`config.mk`:
```
export PLATFORM = sky130hd
export DESIGN_NAME = vga_timing_gen
export DESIGN_NICKNAME = d
export VERILOG_FILES = /design/src/rtl/vga_timing_gen.sv
export SDC_FILE = /design/constraint.sdc
export NUM_CORES = 1
export LEC_CHECK = 0
export ABC_AREA = 1
export BUFFER_PORTS_ARGS = -buffer_cell sky130_fd_sc_hd__buf_2
export CAP_MARGIN = 20
export CORE_MARGIN = 10
export CORE_UTILIZATION = 33
export DETAILED_ROUTE_END_ITERATION = 12
export PLACE_DENSITY = 0.61
export SKIP_LAST_GASP = 1
export SLEW_MARGIN = 25
export SYNTH_ARGS = -nofsm -noshare
export SYNTH_HDL_FRONTEND = slang
export SYNTH_SLANG_ARGS = --single-unit
```
`constraint.sdc`:
```
create_clock -name vga_clk_i -period 1.63 [get_ports vga_clk_i]
set_clock_uncertainty 0.15 [all_clocks]
set_input_delay 0.2445 -clock vga_clk_i [delete_from_list [all_inputs] [get_ports vga_clk_i]]
set_output_delay 0.2445 -clock vga_clk_i [all_outputs]
set_load 0.01 [all_outputs]
```
`src/rtl/vga_timing_gen.sv`:
```
// VGA display timing generator: sync, visible flag, raw row/column and linear frame-buffer address.
// Optional build macro VGA_TIMING_PREFETCH_EN makes pix_num lead the other outputs by one pixel.
module vga_timing_gen #(
   parameter int       H_DISP   = 640,
   parameter int       H_FP     = 16,
   parameter int       H_SYNC   = 96,
   parameter int       H_BP     = 48,
   parameter int       V_DISP   = 480,
   parameter int       V_FP     = 10,
   parameter int       V_SYNC   = 2,
   parameter int       V_BP     = 33,
   parameter logic     SYNC_POL = 1'b0,
   parameter int       ADDR_W   = 19
) (
   input  logic              vga_clk_i,
   input  logic              vga_rst_i,
   input  logic              pix_ce_i,
   output logic              horiz_sync,
   output logic              vert_sync,
   output logic              video_on,
   output logic [11:0]       pixel_column,
   output logic [11:0]       pixel_row,
   output logic [ADDR_W-1:0] pix_num,
   output logic              frame_start
);

   localparam logic [11:0] H_MAX = 12'(H_DISP + H_FP + H_SYNC + H_BP - 1);
   localparam logic [11:0] V_MAX = 12'(V_DISP + V_FP + V_SYNC + V_BP - 1);
   localparam logic [11:0] H_VIS = 12'(H_DISP);
   localparam logic [11:0] V_VIS = 12'(V_DISP);
   localparam logic [11:0] H_SS  = 12'(H_DISP + H_FP);
   localparam logic [11:0] H_SE  = 12'(H_DISP + H_FP + H_SYNC);
   localparam logic [11:0] V_SS  = 12'(V_DISP + V_FP);
   localparam logic [11:0] V_SE  = 12'(V_DISP + V_FP + V_SYNC);

   logic [11:0]       h_cnt_q, h_cnt_d, v_cnt_q, v_cnt_d;
   logic [11:0]       addr_h, addr_v;
   logic [ADDR_W-1:0] pix_num_q, pix_num_d;
   logic              hsync_q, vsync_q, video_on_q, frame_start_q;
   logic [11:0]       col_q, row_q;

   always_comb begin
      h_cnt_d = h_cnt_q + 12'd1;
      v_cnt_d = v_cnt_q;
      if (h_cnt_q == H_MAX) begin
         h_cnt_d = '0;
         v_cnt_d = (v_cnt_q == V_MAX) ? 12'd0 : v_cnt_q + 12'd1;
      end
   end

   // The address tracks either the pixel being presented or, when prefetching, the one after it.
`ifdef VGA_TIMING_PREFETCH_EN
   assign addr_h = h_cnt_d;
   assign addr_v = v_cnt_d;
`else
   assign addr_h = h_cnt_q;
   assign addr_v = v_cnt_q;
`endif

   always_comb begin
      pix_num_d = pix_num_q;
      if (addr_h == 12'd0 && addr_v == 12'd0) begin
         pix_num_d = '0;
      end else if (addr_h < H_VIS && addr_v < V_VIS) begin
         pix_num_d = pix_num_q + ADDR_W'(1);
      end
   end

   always_ff @(posedge vga_clk_i) begin
      if (!vga_rst_i) begin
         h_cnt_q       <= '0;
         v_cnt_q       <= '0;
         col_q         <= '0;
         row_q         <= '0;
         pix_num_q     <= '0;
         video_on_q    <= 1'b0;
         frame_start_q <= 1'b0;
         hsync_q       <= ~SYNC_POL;
         vsync_q       <= ~SYNC_POL;
      end else if (pix_ce_i) begin
         h_cnt_q       <= h_cnt_d;
         v_cnt_q       <= v_cnt_d;
         col_q         <= h_cnt_q;
         row_q         <= v_cnt_q;
         pix_num_q     <= pix_num_d;
         video_on_q    <= (h_cnt_q < H_VIS) && (v_cnt_q < V_VIS);
         frame_start_q <= (h_cnt_q == 12'd0) && (v_cnt_q == 12'd0);
         hsync_q       <= (h_cnt_q >= H_SS && h_cnt_q < H_SE) ? SYNC_POL : ~SYNC_POL;
         vsync_q       <= (v_cnt_q >= V_SS && v_cnt_q < V_SE) ? SYNC_POL : ~SYNC_POL;
      end
   end

   assign horiz_sync   = hsync_q;
   assign vert_sync    = vsync_q;
   assign video_on     = video_on_q;
   assign pixel_column = col_q;
   assign pixel_row    = row_q;
   assign pix_num      = pix_num_q;
   assign frame_start  = frame_start_q;

endmodule

```
==> reports/results.txt <==
gpl congestion: 0.850
CTS tree: built
antenna viol nets, final: 0
max_slew headroom: 0.776
I/O pin count: 50
EDFF count, synth: 0
hold depth: 3
Netlist cell types: 35
ant diodes: 0
pin count of the biggest net entering global routing: 30
Die ar.: 15600 µm²
DRT iter0 DRCs: 282
WL final: 11.2 mm
Tcrit/Tclk final: 0.996
final setup fails: 0
worst-margin pin slew: 336 ps
WL/cell: 13.9 µm
register bit count reported by yosys: 71
status: finished clean
die height: 125 µm
Max Cap Viol: 0
Worst-path clk slew: 80 ps
leakage: 2.33 nW
Pwr per Cell Area: 713 nW/µm²
register area share after synthesis: 0.390
# rows: 38
Die X: 125 µm
vias in the first global route: 3819
Crit. End Element: register
CP startpoint kind: register
drt first pass iters: 5
Worst-Skew Late Latency: 370 ps
vias per cell: 4.88
Syn-to-layout area delta: 39.2%
Final Cell Area: 5070 µm²
post-DP HPWL: 7.94 mm
starting density of the core: 0.336
Cell Chain, Critical Path: nor2_4, nand4_1, nand3_4, buf_12, buf_12, nor2_1, nor2_1, nor2_2
CTS Buf Count: 9
critical path's top delay family: simple AND/OR/NAND/NOR gates
grt total ovfl: 0
Synth area leaders: dfxtp_1, nand2_1, nor2_1
Crit-path slowest cell: dfxtp_1
vias post-DR: 3930
most common library cells after synthesis: nand2_1, nor2_1, dfxtp_1
Total GRT Usage: 0.135
IO buf count: 49
# DRC: 0
CP max stage delay: 340 ps
Util after Layout: 0.468
first-pass GRT wire length: 18.0 mm
crit path time final: 1620 ps
worst min path class: in -> reg
htree depth: 3
nets: 668
Mapped Cells: 541
core footprint: 10800 µm²
ys flop type: dfxtp_1
Crit Path Class: reg -> reg
critical path peak fanout: 7
Synth Net Count: 549
Max Slew Vio Count: 0
CP Buf/Inv Count: 2
layout cells sized above 1: 0.359
critical path arrival: 1740 ps
CTS root buf: clkbuf_8
unrepaired setup endpoints after global routing: yes
YS warnings: 0
post-synth design cell area: 3640 µm²
r2r worst-path depth: 8
Fmax: 0.616 GHz
antenna violations before repair: 0
area of placed instances: 4440 µm²
Synth area leader: dfxtp_1
Max VDD drop: 0.472 mV
CTS Buffer Depth: 2
Synth async-reset ratio: 0
most frequent cell after synthesis: nand2_1
final hold violations: 0
Worst EP required: 1750 ps
clk sink count: 71
share of the synthesized area in the top cell type: 0.390
flop2flop setup slack: 6 ps
synthesized area per cell: 6.74 µm²
Stages on worst setup path: 8
-- registers in the layout, summed over array words and instances, names as in the netlist --
name	flops
pix_num	19
addr_h	12
addr_v	12
pixel_column	12
pixel_row	12
frame_start	1
horiz_sync	1
vert_sync	1
video_on	1
-- final timing paths --
check                                  start               to
worst min-delay path                pix_ce_i  pixel_column[0]
worst max register to register    addr_h[10]      pix_num[15]
worst min register to register  pixel_row[1]     pixel_row[1]
worst max-delay path              addr_h[10]      pix_num[15]
-- cell type report --
cell class | count | area [µm²]
Inverter | 59 | 236
Multi-Input combinational cell | 396 | 2180
Timing Repair Buffer | 121 | 826
Clock inverter | 7 | 72.6
Timing Repair inverter | 2 | 17.5
Clock buffer | 9 | 124
Sequential cell | 71 | 1450
Tap cell | 140 | 175
Fill cell | 1128 | 5770
-- per-layer routing --
metal | wire length, µm | share of wire | up-vias | track usage
li1 | - | - | 1998 | -
met1 | 5280 | 0.47 | 1834 | 0.165
met2 | 5090 | 0.46 | 84 | 0.223
met3 | 593 | 0.053 | 14 | 0.0363
met4 | 186 | 0.017 | 0 | 0.0501
met5 | 0 | 0 | - | 0
-- worst reg2reg max path, cell delays in order (launching register included) --
cell     delay, ps
dfxtp_1        340
nor2_4         170
nand4_1        220
nand3_4        150
buf_12         170
buf_12         130
nor2_1          40
nor2_1         110
nor2_2          50
-- report_power, final --
part | internal (mW) | leakage (nW) | switching, mW | total [mW]
clock network | 0.708 | 0.0956 | 0.739 | 1.45
registers | 1.77 | 0.585 | 0.0249 | 1.80
logic | 0.148 | 1.65 | 0.228 | 0.376
total | 2.63 | 2.33 | 0.992 | 3.62
-- placed cells by master, fill, tap and decap left out, types with 7 or more instances in the layout --
master,instances
xor2_1,7
nor2_4,13
nand2_2,17
nor2_2,13
dfxtp_1,54
clkbuf_8,9
nor3_1,11
o21ai_0,24
buf_4,66
dfxtp_2,16
nand2_1,115
inv_2,8
nor2_1,58
nand3_1,41
a21oi_1,42
nand4_1,8
inv_1,48
buf_2,49
-- repair_timing --
action | in CTS | in global routing
setup buffers | 2 | 10
hold buffers | 0 | 0
endpoints found under the setup margin | 33 | 39
pin swaps | 8 | 28
gates resized for setup | 24 | 83
cloned | 0 | 3
hold endpoints to repair | 0 | 0
-- through the flow --
step / hold slack (ps) / power, mW / TNS, ps / setup WS (ps) / cells
2_1_floorplan: 309 / 2.03 / 0 / 11.9 / 541
3_3_place_gp: 284 / 2.13 / -918 / -81.3 / 775
3_5_place_dp: 292 / 2.14 / -2240 / -174 / 775
4_1_cts: 94.6 / 3.59 / -29.9 / -15.6 / 793
5_1_grt: 115 / 3.77 / -1360 / -106 / 805
6_report: 100 / 3.62 / 0 / 6.20 / 805
-- kinds of logic (layout without fill, tap and decap cells) --
family | after synthesis | count (layout) | share of synthesized area
AND/OR/NAND/NOR | 299 | 300 | 0.366
flip-flops | 71 | 71 | 0.390
AO/OA/AOI/OAI | 84 | 84 | 0.122
buffers and inverters | 75 | 198 | 0.0889
adder cells (fa/ha/maj) | 5 | 5 | 0.0172
XOR/XNOR | 7 | 7 | 0.0168
(Power assumes the default switching activity.)
